`src/rtl/instr_dispatch_pkg.sv`:
```
// Shared constants for the instruction dispatcher: opcodes, FSM states,
// cmd_word field layout and frame geometry.
package instr_dispatch_pkg;

  localparam int ADDR_W  = 17;
  localparam int DATA_W  = 8;
  localparam int OP_W    = 3;
  localparam int ZOOM_W  = 3;
  localparam int FRAME_W = 320;
  localparam int FRAME_H = 240;
  localparam logic [ADDR_W-1:0] MAX_ADDR = ADDR_W'(FRAME_W * FRAME_H - 1);

  localparam logic [ZOOM_W-1:0] ZOOM_RESET = 3'd4;
  localparam logic [ZOOM_W-1:0] ZOOM_MIN   = 3'd2;
  localparam logic [ZOOM_W-1:0] ZOOM_MAX   = 3'd6;

  localparam logic [OP_W-1:0] OP_NOP = 3'b000;
  localparam logic [OP_W-1:0] OP_RD  = 3'b001;
  localparam logic [OP_W-1:0] OP_WR  = 3'b010;
  localparam logic [OP_W-1:0] OP_NHI = 3'b011;
  localparam logic [OP_W-1:0] OP_PR  = 3'b100;
  localparam logic [OP_W-1:0] OP_NH  = 3'b101;
  localparam logic [OP_W-1:0] OP_BA  = 3'b110;
  localparam logic [OP_W-1:0] OP_RSV = 3'b111;

  localparam int CMD_OP_LSB   = 0;
  localparam int CMD_ADDR_LSB = 3;
  localparam int CMD_COL_LSB  = 20;

  typedef enum logic [2:0] {
    S_IDLE      = 3'd0,
    S_CHECK     = 3'd1,
    S_ISSUE     = 3'd2,
    S_WAIT_ACK  = 3'd3,
    S_WAIT_DONE = 3'd4,
    S_RESP      = 3'd5
  } state_e;

endpackage

```
`src/rtl/instr_decode.sv`:
```
// Combinational opcode classification and validation (reserved opcode,
// out-of-frame address, zoom limits) for the latched instruction.
module instr_decode
  import instr_dispatch_pkg::*;
(
  input  logic [OP_W-1:0]   op_i,
  input  logic [ADDR_W-1:0] addr_i,
  input  logic [ZOOM_W-1:0] zoom_i,
  output logic              is_nop_o,
  output logic              is_read_o,
  output logic              is_zoom_in_o,
  output logic              is_zoom_out_o,
  output logic              error_o
);

  logic is_mem;
  logic bad_addr;

  always_comb begin
    is_nop_o      = (op_i == OP_NOP);
    is_read_o     = (op_i == OP_RD);
    is_mem        = (op_i == OP_RD) || (op_i == OP_WR);
    is_zoom_in_o  = (op_i == OP_NHI) || (op_i == OP_PR);
    is_zoom_out_o = (op_i == OP_NH) || (op_i == OP_BA);
    bad_addr      = is_mem && (addr_i > MAX_ADDR);
    error_o       = (op_i == OP_RSV) || bad_addr
                  || (is_zoom_in_o  && (zoom_i == ZOOM_MAX))
                  || (is_zoom_out_o && (zoom_i == ZOOM_MIN));
  end

endmodule

```
`src/rtl/instr_dispatch.sv`:
```
// Instruction front-end for memory control: accept, validate, issue, wait for
// done, respond. Optional stats ports enabled by INSTR_DISPATCH_STATS_EN.
module instr_dispatch
  import instr_dispatch_pkg::*;
(
  input  logic              clock,
  input  logic              reset,
  input  logic              cmd_valid,
  input  logic [31:0]       cmd_word,
  output logic              cmd_ready,
  output logic              rsp_valid,
  input  logic              rsp_ready,
  output logic [DATA_W-1:0] rsp_data,
  output logic              rsp_error,
  output logic              mc_enable,
  output logic [OP_W-1:0]   mc_operation,
  output logic [ADDR_W-1:0] mc_addr_base,
  output logic [DATA_W-1:0] mc_color_wr,
  output logic [ZOOM_W-1:0] mc_zoom,
  input  logic              mc_done,
  input  logic [DATA_W-1:0] mc_color_rd,
  output logic              busy
`ifdef INSTR_DISPATCH_STATS_EN
  ,
  output logic [23:0]       last_cycles,
  output logic [15:0]       cmd_count
`endif
);

  state_e              state_q;
  logic                cmd_ready_q, rsp_valid_q, rsp_error_q, mc_enable_q;
  logic [DATA_W-1:0]   rsp_data_q, mc_color_q, col_q;
  logic [OP_W-1:0]     mc_operation_q, op_q;
  logic [ADDR_W-1:0]   mc_addr_q, addr_q;
  logic [ZOOM_W-1:0]   mc_zoom_q, zoom_d;
  logic                dec_nop, dec_read, dec_zin, dec_zout, dec_err;
  logic                unused_hi;

  assign unused_hi = ^cmd_word[31:28];

  instr_decode u_decode (
    .op_i          (op_q),
    .addr_i        (addr_q),
    .zoom_i        (mc_zoom_q),
    .is_nop_o      (dec_nop),
    .is_read_o     (dec_read),
    .is_zoom_in_o  (dec_zin),
    .is_zoom_out_o (dec_zout),
    .error_o       (dec_err)
  );

  always_comb begin
    zoom_d = mc_zoom_q;
    if (dec_zin)       zoom_d = mc_zoom_q + 3'd1;
    else if (dec_zout) zoom_d = mc_zoom_q - 3'd1;
  end

  // mc_* bundle is only rewritten on issue so memory control sees it stable
  // for the whole operation and through the response.
  always_ff @(posedge clock) begin
    if (reset) begin
      state_q        <= S_IDLE;
      cmd_ready_q    <= 1'b1;
      rsp_valid_q    <= 1'b0;
      rsp_data_q     <= '0;
      rsp_error_q    <= 1'b0;
      mc_enable_q    <= 1'b0;
      mc_operation_q <= '0;
      mc_addr_q      <= '0;
      mc_color_q     <= '0;
      mc_zoom_q      <= ZOOM_RESET;
      op_q           <= '0;
      addr_q         <= '0;
      col_q          <= '0;
    end else begin
      case (state_q)
        S_IDLE: begin
          if (cmd_valid && cmd_ready_q) begin
            op_q        <= cmd_word[CMD_OP_LSB +: OP_W];
            addr_q      <= cmd_word[CMD_ADDR_LSB +: ADDR_W];
            col_q       <= cmd_word[CMD_COL_LSB +: DATA_W];
            cmd_ready_q <= 1'b0;
            state_q     <= S_CHECK;
          end
        end
        S_CHECK: begin
          if (dec_err || dec_nop) begin
            rsp_error_q <= dec_err;
            rsp_data_q  <= '0;
            rsp_valid_q <= 1'b1;
            state_q     <= S_RESP;
          end else begin
            mc_enable_q    <= 1'b1;
            mc_operation_q <= op_q;
            mc_addr_q      <= addr_q;
            mc_color_q     <= col_q;
            state_q        <= S_ISSUE;
          end
        end
        S_ISSUE: begin
          mc_enable_q <= 1'b0;
          state_q     <= S_WAIT_ACK;
        end
        // done is still at its idle-high level right after enable
        S_WAIT_ACK: begin
          if (!mc_done) state_q <= S_WAIT_DONE;
        end
        S_WAIT_DONE: begin
          if (mc_done) begin
            rsp_data_q  <= dec_read ? mc_color_rd : '0;
            rsp_error_q <= 1'b0;
            mc_zoom_q   <= zoom_d;
            rsp_valid_q <= 1'b1;
            state_q     <= S_RESP;
          end
        end
        S_RESP: begin
          if (rsp_ready) begin
            rsp_valid_q <= 1'b0;
            cmd_ready_q <= 1'b1;
            state_q     <= S_IDLE;
          end
        end
        default: begin
          cmd_ready_q <= 1'b1;
          state_q     <= S_IDLE;
        end
      endcase
    end
  end

  assign cmd_ready    = cmd_ready_q;
  assign rsp_valid    = rsp_valid_q;
  assign rsp_data     = rsp_data_q;
  assign rsp_error    = rsp_error_q;
  assign mc_enable    = mc_enable_q;
  assign mc_operation = mc_operation_q;
  assign mc_addr_base = mc_addr_q;
  assign mc_color_wr  = mc_color_q;
  assign mc_zoom      = mc_zoom_q;
  assign busy         = (state_q != S_IDLE);

`ifdef INSTR_DISPATCH_STATS_EN
  logic [23:0] cyc_q, cyc_d, last_q;
  logic [15:0] cnt_q;

  assign cyc_d = (&cyc_q) ? cyc_q : cyc_q + 24'd1;

  // cyc_q counts cycles spent in S_ISSUE..S_WAIT_DONE of the current op
  always_ff @(posedge clock) begin
    if (reset) begin
      cyc_q  <= '0;
      last_q <= '0;
      cnt_q  <= '0;
    end else begin
      if (state_q == S_IDLE && cmd_valid && cmd_ready_q) cnt_q <= cnt_q + 16'd1;
      case (state_q)
        S_CHECK:                 cyc_q <= '0;
        S_ISSUE, S_WAIT_ACK:     cyc_q <= cyc_d;
        S_WAIT_DONE: begin
          cyc_q <= cyc_d;
          if (mc_done) last_q <= cyc_d;
        end
        default: ;
      endcase
    end
  end

  assign last_cycles = last_q;
  assign cmd_count   = cnt_q;
`endif

endmodule

```
`config.mk`:
```
export PLATFORM = sky130hd
export DESIGN_NAME = instr_dispatch
export DESIGN_NICKNAME = d
export VERILOG_FILES = /design/src/rtl/instr_dispatch_pkg.sv /design/src/rtl/instr_decode.sv /design/src/rtl/instr_dispatch.sv
export SDC_FILE = /design/constraint.sdc
export NUM_CORES = 1
export LEC_CHECK = 0
export BUFFER_PORTS_ARGS = -buffer_cell sky130_fd_sc_hd__buf_2
export CORE_MARGIN = 2
export CORE_UTILIZATION = 45
export DETAILED_ROUTE_END_ITERATION = 6
export GPL_TIMING_DRIVEN = 0
export MAX_ROUTING_LAYER = met4
export PLACE_DENSITY_LB_ADDON = 0.1
export RECOVER_POWER = 50
export SYNTH_ARGS = -nofsm -noshare
export SYNTH_HDL_FRONTEND = slang
export SYNTH_SLANG_ARGS = --single-unit
```
`constraint.sdc`:
```
create_clock -name clock -period 2.5 [get_ports clock]
set_input_delay 0.5 -clock clock [delete_from_list [all_inputs] [get_ports clock]]
set_output_delay 0.5 -clock clock [all_outputs]
set_load 0.005 [all_outputs]
```
-- Yosys cells after proc, flatten, opt, wreduce, memory -nomap -nowiden
Cells that the tools add are included.
W data, S select, Z words.
- register bits: 74
- input port bits: 45
- output and inout port bits: 44
- word-level logic and storage cells: 89
- $add $sub $neg: 2
- order comparisons: 1
- equality and inequality tests: 20
- mux-type cells: 24
- bitwise logic cells: 2
- reductions and logical operators: 27
- operators by type and width (operator ; count):
    $mux W8 ; 3
    $eq A3 B3 Y1 const B ; 7
    $mux W3 ; 7
    $pmux W3 S6 ; 1
    $gt A17 B17 Y1 const B ; 1
    $pmux W8 S2 ; 1
    $eq A3 B2 Y1 const B ; 5
    $ne A2 B2 Y1 const B ; 6
    $reduce_and A3 Y1 ; 3
    $mux W1 ; 8
    $reduce_and A4 Y1 ; 2
    $logic_or A1 B1 Y1 ; 7
    $eq A3 B1 Y1 const B ; 2
    $logic_not A3 Y1 ; 2
    $pmux W1 S3 ; 2
    $reduce_and A2 Y1 ; 3
    $reduce_bool A2 Y1 ; 3
    $reduce_bool A3 Y1 ; 2
    $logic_and A1 B1 Y1 ; 4
    $pmux W1 S2 ; 2
    $reduce_or A4 Y1 ; 1
    $add A3 B1 Y3 const B ; 1
    $sub A3 B1 Y3 const B ; 1
    $not A1 Y1 ; 2

-- Longest topological paths before layout
Gate-level depths: netlist of the first run.
- depth in word-level cells: 9
- depth in mapped cells: 8

-- Modules after synthesis
Synthesis of the first run repeated with hierarchy kept, for this count alone.
- cells, all modules: 375
- area, all modules: 3019.1 um^2
- by module, submodules not included (module ; instances ; cells each ; area an instance (um^2) ; sequential area each (um^2)):
    instr_dispatch ; 1 ; 347 ; 2840.2 ; 1481.4
    instr_decode ; 1 ; 28 ; 178.9 ; 0.0

-- Least setup slack after synthesis of the first run
Ideal clock, no wire load.
- path kind: register to register
- from: register op_q[2]
- to: register mc_zoom_q[2] (netlist: mc_zoom[2])
- setup time: 0.127 ns
- data arrival time: 1.729 ns
- slack: 0.644 ns
- cell stages (with the launch flop): 8
- path buffers: 1
- clock period less this slack: 1.856 ns
- cells stage by stage: dfxtp_1 -> buf_4 -> and3b_1 -> a21oi_2 -> fa_1 -> xnor2_1 -> o21ai_0 -> or3b_1
- longest elaborated chain between the ends: 4
- ends and longest elaborated chain (what ; RTL line ; text):
    from (decl) ; instr_dispatch.sv:33 ; logic [OP_W-1:0] mc_operation_q, op_q;
    from (signal assigned) ; instr_dispatch.sv:79 ; op_q <= cmd_word[CMD_OP_LSB +: OP_W];
    $eq A3 B2 Y1, or another cell as far along ; instr_decode.sv:23 ; is_zoom_in_o = (op_i == OP_NHI) || (op_i == OP_PR);
    $logic_or A1 B1 Y1, on equally long branches ; instr_decode.sv:23, instr_decode.sv:24 ;
    $reduce_bool A2 Y1 (no line) ; n/a ;
    $reduce_and A3 Y1 (no line) ; n/a ;
    to (signal assigned) ; instr_dispatch.sv:112 ; mc_zoom_q <= zoom_d;
    to (decl) ; instr_dispatch.sv:35 ; logic [ZOOM_W-1:0] mc_zoom_q, zoom_d;
Several ways; a longest one is shown, not always the timed one.
A chain may end at the register's enable or synchronous reset.

-- Worst setup path after layout of the first run
- from: register state_q[2]
- to: register col_q[6]
- longest elaborated chain between the ends: 2
- ends and longest elaborated chain (what ; RTL line ; text):
    from (decl) ; instr_dispatch.sv:30 ; state_e state_q;
    from (signal assigned) ; instr_dispatch.sv:62 ; state_q <= S_IDLE;
    from (signal assigned) ; instr_dispatch.sv:83 ; state_q <= S_CHECK;
    from (signal assigned) ; instr_dispatch.sv:91 ; state_q <= S_RESP;
    $logic_not A3 Y1 ; instr_dispatch.sv:76 ; case (state_q)
    $reduce_and A2 Y1 (no line) ; n/a ;
    to (signal assigned) ; instr_dispatch.sv:81 ; col_q <= cmd_word[CMD_COL_LSB +: DATA_W];
    to (decl) ; instr_dispatch.sv:32 ; logic [DATA_W-1:0] rsp_data_q, mc_color_q, col_q;
No other way between the ends.

==> results of run 1 <==
## synth_stat cells, drive strengths merged, types with 2 or more instances
cell / count
xnor2: 2
a21boi: 2
nor2b: 3
nand3b: 8
o31ai: 28
nor3: 3
a2111oi: 2
mux2i: 2
buf: 17
inv: 4
clkbuf: 22
o21ai: 13
a211oi: 2
nor2: 7
dfxtp: 74
nand2b: 3
nand4: 26
a31oi: 2
nand2: 70
nand3: 7
a21oi: 60
## per-stage QoR
| stage | cell area, µm² | hold slack (ps) | util, % | setup WS [ps] |
|---|---|---|---|---|
| after detailed placement | 3735 | 448.8 | 54.67 | 416.8 |
| after global routing | 3895 | 357.5 | 57.01 | 363.2 |
| after global placement | 3735 | 442.0 | 54.67 | 423.4 |
| after floorplan | 3194 | 436.7 | - | 644.1 |
| final | 3895 | 346.4 | 57.01 | 488.6 |
| after CTS | 3928 | 338.6 | 57.49 | 534.9 |
## routing by layer
metal | part of all wire, % | wire length [µm] | track usage [%]
met3 | 4.8 | 407 | 2.892
met1 | 48 | 4062 | 30.61
met5 | 0 | 0 | -
met4 | 1.8 | 150 | 8.264
met2 | 45 | 3834 | 36.23
## final cells by class
type                            instances  share of cell area (%)
Tap cell                               96                   3.084
Multi-Input combinational cell        258                   38.48
Buffer                                 39                   5.043
Clock inverter                          6                   1.670
Sequential cell                        74                   38.03
Clock buffer                           10                   3.277
Timing Repair Buffer                   84                   10.02
Inverter                                4                  0.3855
## flip-flops by register name, summed over array words and instances (netlist names), 3 cells and up
signal / flops
state_q: 3
addr_q: 17
mc_zoom: 3
rsp_data: 8
mc_color_wr: 8
op_q: 3
col_q: 8
mc_operation: 3
mc_addr_base: 17
## logic make-up after synthesis
logic type | count (synthesis)
compound gates | 116
xor+xnor | 3
fa+ha+maj | 1
buf+inv | 43
flops | 74
mux | 3
simple gates | 135
## report_power, final
part	switching, µW	internal, µW
Sequential	105	1330
Combinational	835	355
Clock	449	463
Total	1390	2150
## worst paths after layout
| path | end | slack [ps] | cells past startpoint |
|---|---|---|---|
| max | col_q[6] | 490 | 7 |
| min | rsp_data[1] | 350 | 3 |
| max reg2reg | col_q[6] | 490 | 7 |
| min reg2reg | col_q[3] | 460 | 2 |
## critical path, stage by stage, from the launching register on
cell      delay [ps]
dfxtp_1          310
buf_2            170
nor3_1           310
and3_1           190
buf_2            260
clkbuf_1         430
nand2_1          140
a21oi_1          130
==> results.yml, run 1 <==
placement:
  dp.cells: 555
  detailed_place_hpwl_mm: 5.917
  place.gp.congestion: 0.9318
  numPortBuffers: 84
yosys:
  yosys_warnings: 0
  syn-instance-count: 375
  async_flop_share_pct: 0
  synth_area_per_cell_um2: 8.518
  synthMuxAreaShare_pct: 0.9792
  synth_top_area_cell: "dfxtp_1"
  ys_seq_area_share_pct: 46.38
  syn_area_mm2: 0.003194
  synth_edf_count: 0
  synth_top_family_by_area: "compound AO/OA/AOI/OAI gates"
  synth_compound_gate_area_share_pct: 23.50
  yosys-top-cells-area: "dfxtp_1 (46%), a21oi_1 (9.1%), nand2_1 (8.2%), o31ai_1 (6.6%), nand4_1 (5.1%)"
  synth_flop_cell: "dfxtp_1"
  yosys.area_share.simple_pct: 20.99
  synth_cell_types: 46
  ys_ff_latch: 74
  synth_top_cell_area_share_pct: 46.38
  yosys.area_share.xor_xnor_pct: 0.8226
  syn_nets: 421
  synth_fa_ha_area_share_pct: 0.6267
die:
  die-width_um: 88.25
  io_pins: 89
  rows: 30
  start_util_pct: 46.76
  core_mm2: 0.006832
  die_height_um: 88.25
  dieArea_mm2: 0.007788
sta:
  hold_viol_final: 0
  fin_skew_ps: 9.861
  worst_slew_pin_slew_ps: 722.5
  setup_viol_count_final: 0
  slew_violations: 0
  period_needed_ps: 2011
  slew-limit-headroom_pct: 51.43
  rsz0062_at_grt: "no"
  fin_tns_setup_ps: 0
  final.period_utilization_pct: 80.46
  max_freq_ghz: 0.4972
worst_setup_path:
  worstSetupPathType: "flop to flop"
  crit_arrival_ps: 2300
  startpoint: "state_q[2]"
  cp_max_fo: 10
  reg2reg_from: "state_q[2]"
  cp.required_ps: 2780
  worst_setup_path_end_kind: "flop"
  cp-start-kind: "flop"
routing:
  vias_per_cell: 5.378
  first_pass_iters: 5
  vias: 3071
  wl_mm: 8.454
  drt_iter0_drc: 128
  routedWlPerCell_um: 14.81
  drc: 0
  ant_nets: 0
grt:
  grt.overflow.total: 0
  antenna_found_initial: 0
  first_global_vias: 2897
  grt_max_degree: 14
  track_usage_pct: 23.03
  grt_pass1_wl_mm: 13.63
clocking:
  clock_latency_ps: 350
  clockBufferDepth: 2
  cts.hold.buffers_added: 0
  htree_levels: 3
  numCtsBuffers: 9
  post_cts_buffers: 0
  clk_pin_slew_ps: 80
  tritoncts: "built"
  cts.repair.resized: 0
  clock-root-buffer: "clkbuf_8"
  cts_sinks: 74
layout:
  drive_gt1_share_pct: 20.42
  mostFrequentLayoutCell: "dfxtp_1"
  seq_area_mm2: 0.001481
  antenna_cells: 0
  final_cells: 571
  layout.nets: 516
  syn_to_final_growth_pct: 21.94
  num-fill-cells: 696
  final_cell_mix: "dfxtp_1 (74), nand2_1 (70), buf_2 (64)"
  multi_input_area_mm2: 0.001499
power_and_ir_drop:
  power_uw: 3536
  max-vdd-ir-drop_mv: 0.3427
  power_density_mw_per_mm2: 907.8
  power_leakage_uw: 0.001430
min_path:
  hold_class: "input port to flop"
  min_from: "mc_color_rd[1]"
job:
  cap_violations: 0
outcome:
  status: "completed"
Power figures use the tool's default switching activity.
==> run 2: changes to the inputs <==
==> constraint.sdc (replaced) <==
create_clock -name clock -period 2.1 [get_ports clock]
set_input_delay 0.42 -clock clock [delete_from_list [all_inputs] [get_ports clock]]
set_output_delay 0.42 -clock clock [all_outputs]
set_load 0.005 [all_outputs]
==> results.yml, run 2 (synthesized netlist as in run 1, its figures left out) <==
power_and_ir_drop:
  power_leakage_uw: 0.001448
  max-vdd-ir-drop_mv: 0.4083
  power_density_mw_per_mm2: 1080
  power_uw: 4216
grt:
  met1_usage_pct: 30.61
  met3_usage_pct: 2.892
  first_global_vias: 2897
  grt_pass1_wl_mm: 13.63
  grt.overflow.total: 0
  top_usage_layer: "met2"
  grt_max_degree: 14
  gr-usage-met2_pct: 36.23
  antenna_found_initial: 0
  track_usage_pct: 23.03
job:
  cap_violations: 0
sta:
  fin_tns_setup_ps: 0
  slew_violations: 0
  setup_viol_count_final: 0
  final.period_utilization_pct: 93.21
  slew-limit-headroom_pct: 50.73
  rsz0062_at_grt: "no"
  hold_viol_final: 0
  fin_skew_ps: 10.57
  worst_slew_pin_slew_ps: 732.9
  fin_ws_ps: 142.6
  period_needed_ps: 1957
  max_freq_ghz: 0.5109
die:
  dieArea_mm2: 0.007788
  core_mm2: 0.006832
  rows: 30
  io_pins: 89
  die-width_um: 88.25
  start_util_pct: 46.76
  die_height_um: 88.25
worst_setup_path:
  cp.required_ps: 2330
  path_delay_family: "simple AND/OR/NAND/NOR gates"
  path_buf_inv: 1
  cp_max_fo: 10
  worst_setup_path_end_kind: "flop"
  crit_arrival_ps: 2180
  cp-start-kind: "flop"
  cp_slowest_cell: "fa_1"
  worstPathCellList: "buf_4, and3b_1, a21oi_2, fa_1, xnor2_1, o21ai_0, or3b_1"
  slowest_delay_ps: 370
  worstSetupPathType: "flop to flop"
clocking:
  tritoncts: "built"
  cts_sinks: 74
  clockBufferDepth: 2
  post_cts_buffers: 0
  clock_latency_ps: 350
  clk_pin_slew_ps: 80
  htree_levels: 3
  clock-root-buffer: "clkbuf_8"
  cts.repair.resized: 0
  numCtsBuffers: 9
  cts.hold.buffers_added: 0
layout:
  final_cell_mix: "dfxtp_1 (74), nand2_1 (70), buf_2 (63)"
  mostFrequentLayoutCell: "dfxtp_1"
  antenna_cells: 0
  num-fill-cells: 694
  layout.nets: 516
  drive_gt1_share_pct: 21.68
  syn_to_final_growth_pct: 22.17
routing:
  drt_iter0_drc: 129
  wl_mm: 8.416
  vias_per_cell: 5.384
  routedWlPerCell_um: 14.74
  first_pass_iters: 4
  ant_nets: 0
  vias: 3074
  drc: 0
outcome:
  status: "completed"
placement:
  pre_cts_ws_ps: 96.77
  detailed_place_hpwl_mm: 5.917
  place.gp.congestion: 0.9318
  numPortBuffers: 84
min_path:
  hold_class: "input port to flop"
-- run 2: cell count changes in the layout (fill, tap and decap cells not counted), sizes merged --
cell,before,now
clkbuf,57,60
buf,76,73
-- run 2: layout make-up --
| class | instances | area [µm²] | share of cell area, % |
|---|---|---|---|
| tap | 96 | 120.1 | 3.078 |
| clock inverter | 6 | 65.06 | 1.667 |
| sequential | 74 | 1481 | 37.96 |
| clock buffer | 10 | 127.6 | 3.270 |
| timing repair buffer | 84 | 390.4 | 10.00 |
| inverter | 4 | 15.01 | 0.3847 |
| multi-input combinational | 258 | 1499 | 38.41 |
| buffer | 39 | 203.9 | 5.226 |
-- run 2: where the power goes --
part / switching (µW) / internal, µW / leakage [µW]
registers: 124 / 1580 / 0.000601
logic: 991 / 437 / 0.000751
clock network: 532 / 551 / 0.0000966
-- run 2: per-stage QoR --
| stage | utilization, % | hold slack (ps) | area, µm² | cells |
|---|---|---|---|---|
| finish | 57.12 | 269.2 | 3902 | 571 |
| global route | 57.12 | 277.5 | 3902 | 571 |
| CTS | 57.49 | 258.6 | 3928 | 571 |
| detailed placement | 54.67 | 448.8 | 3735 | 555 |
| global placement | 54.67 | 442.0 | 3735 | 555 |
| floorplan | - | 436.7 | 3194 | 375 |
-- run 2: metal layers --
layer | vias up | routed length [µm]
li1 | 1544 | -
met1 | 1425 | 4072
met2 | 89 | 3796
met3 | 16 | 389
met4 | 0 | 156
met5 | - | 0
-- run 2: path summary, 6_finish.rpt --
kind                                      from     endpoint  slack, ps  cells past startpoint
worst max-delay path                   op_q[2]   mc_zoom[2]        140                      7
worst min-delay path            mc_color_rd[1]  rsp_data[1]        270                      3
worst max register to register         op_q[2]   mc_zoom[2]        140                      7
worst min register to register       addr_q[7]    addr_q[7]        460                      2
-- run 2: worst register-to-register path, cell delays in order, from the launching register on --
cell     delay (ps)
dfxtp_1         360
buf_4           190
and3b_1         250
a21oi_2          60
fa_1            380
xnor2_1         150
o21ai_0         120
or3b_1          350
==> run 3: changes to the inputs <==
--- a/config.mk
+++ b/config.mk
@@ -8,6 +8,7 @@
 export BUFFER_PORTS_ARGS = -buffer_cell sky130_fd_sc_hd__buf_2
 export CORE_MARGIN = 2
 export CORE_UTILIZATION = 45
+export CTS_BUF_LIST = sky130_fd_sc_hd__clkbuf_4 sky130_fd_sc_hd__clkbuf_8
 export DETAILED_ROUTE_END_ITERATION = 6
 export GPL_TIMING_DRIVEN = 0
 export MAX_ROUTING_LAYER = met4
==> results.yml, run 3 (synthesized netlist as in run 1, its figures left out) <==
sta:
  setup_viol_count_final: 0
  rsz0062_at_grt: "no"
  fin_skew_ps: 10.36
  worst_slew_pin_slew_ps: 722.5
  slew_violations: 0
  slew-limit-headroom_pct: 51.43
  fin_tns_setup_ps: 0
  hold_viol_final: 0
  fin_ws_ps: 136.1
  final.period_utilization_pct: 93.52
  period_needed_ps: 1964
  fin_hold_ws_ps: 267.7
  max_freq_ghz: 0.5092
worst_setup_path:
  worst_setup_path_end_kind: "flop"
  cp_max_fo: 10
  crit_arrival_ps: 2190
  cp.required_ps: 2330
  cp-start-kind: "flop"
  reg2reg_from: "op_q[2]"
  r2r_end: "mc_zoom[2]"
  worstSetupPathType: "flop to flop"
  worst_r2r_path_depth: 7
  r2r_slack_ps: 140
job:
  cap_violations: 0
grt:
  grt.overflow.total: 0
  grt_max_degree: 14
  grt_pass1_wl_mm: 13.63
  first_global_vias: 2897
  track_usage_pct: 23.03
  antenna_found_initial: 0
die:
  rows: 30
  start_util_pct: 46.76
  core_mm2: 0.006832
  die_height_um: 88.25
  io_pins: 89
  dieArea_mm2: 0.007788
  die-width_um: 88.25
routing:
  wl_mm: 8.444
  vias: 3065
  drc: 0
  ant_nets: 0
  drt_iter0_drc: 132
  first_pass_iters: 4
  routedWlPerCell_um: 14.79
  vias_per_cell: 5.368
clocking:
  tritoncts: "built"
  cts_sinks: 74
  cts.repair.resized: 0
  clock_latency_ps: 350
  htree_levels: 3
  post_cts_buffers: 0
  clockBufferDepth: 2
  numCtsBuffers: 9
  clk_pin_slew_ps: 80
  cts.hold.buffers_added: 0
  clock-root-buffer: "clkbuf_8"
layout:
  layout.nets: 516
  mostFrequentLayoutCell: "dfxtp_1"
  syn_to_final_growth_pct: 22.29
  antenna_cells: 0
  drive_gt1_share_pct: 21.89
  num-fill-cells: 692
  final_cell_mix: "dfxtp_1 (74), nand2_1 (70), buf_2 (63)"
  seq_area_mm2: 0.001481
  fin_util_pct: 57.18
  multi_input_area_mm2: 0.001499
placement:
  place.gp.congestion: 0.9318
  detailed_place_hpwl_mm: 5.917
  numPortBuffers: 84
  pre_cts_ws_ps: 96.77
min_path:
  min_from: "mc_color_rd[1]"
  hold_class: "input port to flop"
  min_to: "rsp_data[1]"
  hold_depth: 3
power_and_ir_drop:
  power_leakage_uw: 0.001452
  power_density_mw_per_mm2: 1085
  max-vdd-ir-drop_mv: 0.4085
outcome:
  status: "completed"
-- run 3: per-layer routing --
| layer | part of all wire (%) | GRT usage [%] |
|---|---|---|
| met5 | 0 | - |
| met4 | 1.8 | 8.264 |
| met3 | 4.1 | 2.892 |
| met2 | 45 | 36.23 |
| met1 | 49 | 30.61 |
-- run 3: where the power goes --
part / switching (µW) / internal (µW)
clock: 534 / 564
combinational: 999 / 436
sequential: 125 / 1580
total: 1660 / 2580
-- run 3: layout make-up --
type / count / share of cell area, %
clock inverters: 6 / 1.666
multi-input cells: 258 / 38.37
flip-flops and latches: 74 / 37.92
plain buffers: 39 / 5.221
repair buffers: 84 / 9.994
clock buffers: 10 / 3.363
well taps: 96 / 3.075
inverters: 4 / 0.3844
-- run 3: through the flow --
step           cells  total power, µW  cell area (µm²)
3_5_place_dp     555             3138             3735
6_report         571             4239             3906
4_1_cts          571             4243             3931
2_1_floorplan    375             2690             3194
5_1_grt          571             4481             3906
3_3_place_gp     555             3122             3735
-- run 3: critical path, stage by stage, from the launching register on --
cell and delay (ps):
dfxtp_1 360, buf_4 190, and3b_1 250, a21oi_2 60, fa_1 370, xnor2_1 150, o21ai_0 130, or3b_1 350
-- run 3: worst max-delay path by stage --
stage | from | end | slack (ps) | depth (start not counted)
after floorplan | op_q[2] | mc_zoom[2] | 240 | 7
after global placement | reset | op_q[0] | 100 | 5
after detailed placement | reset | rsp_valid | 100 | 5
after CTS | op_q[2] | mc_zoom[2] | 130 | 7
after global routing | op_q[2] | mc_addr_base[10] | 8 | 6
final | op_q[2] | mc_zoom[2] | 140 | 7
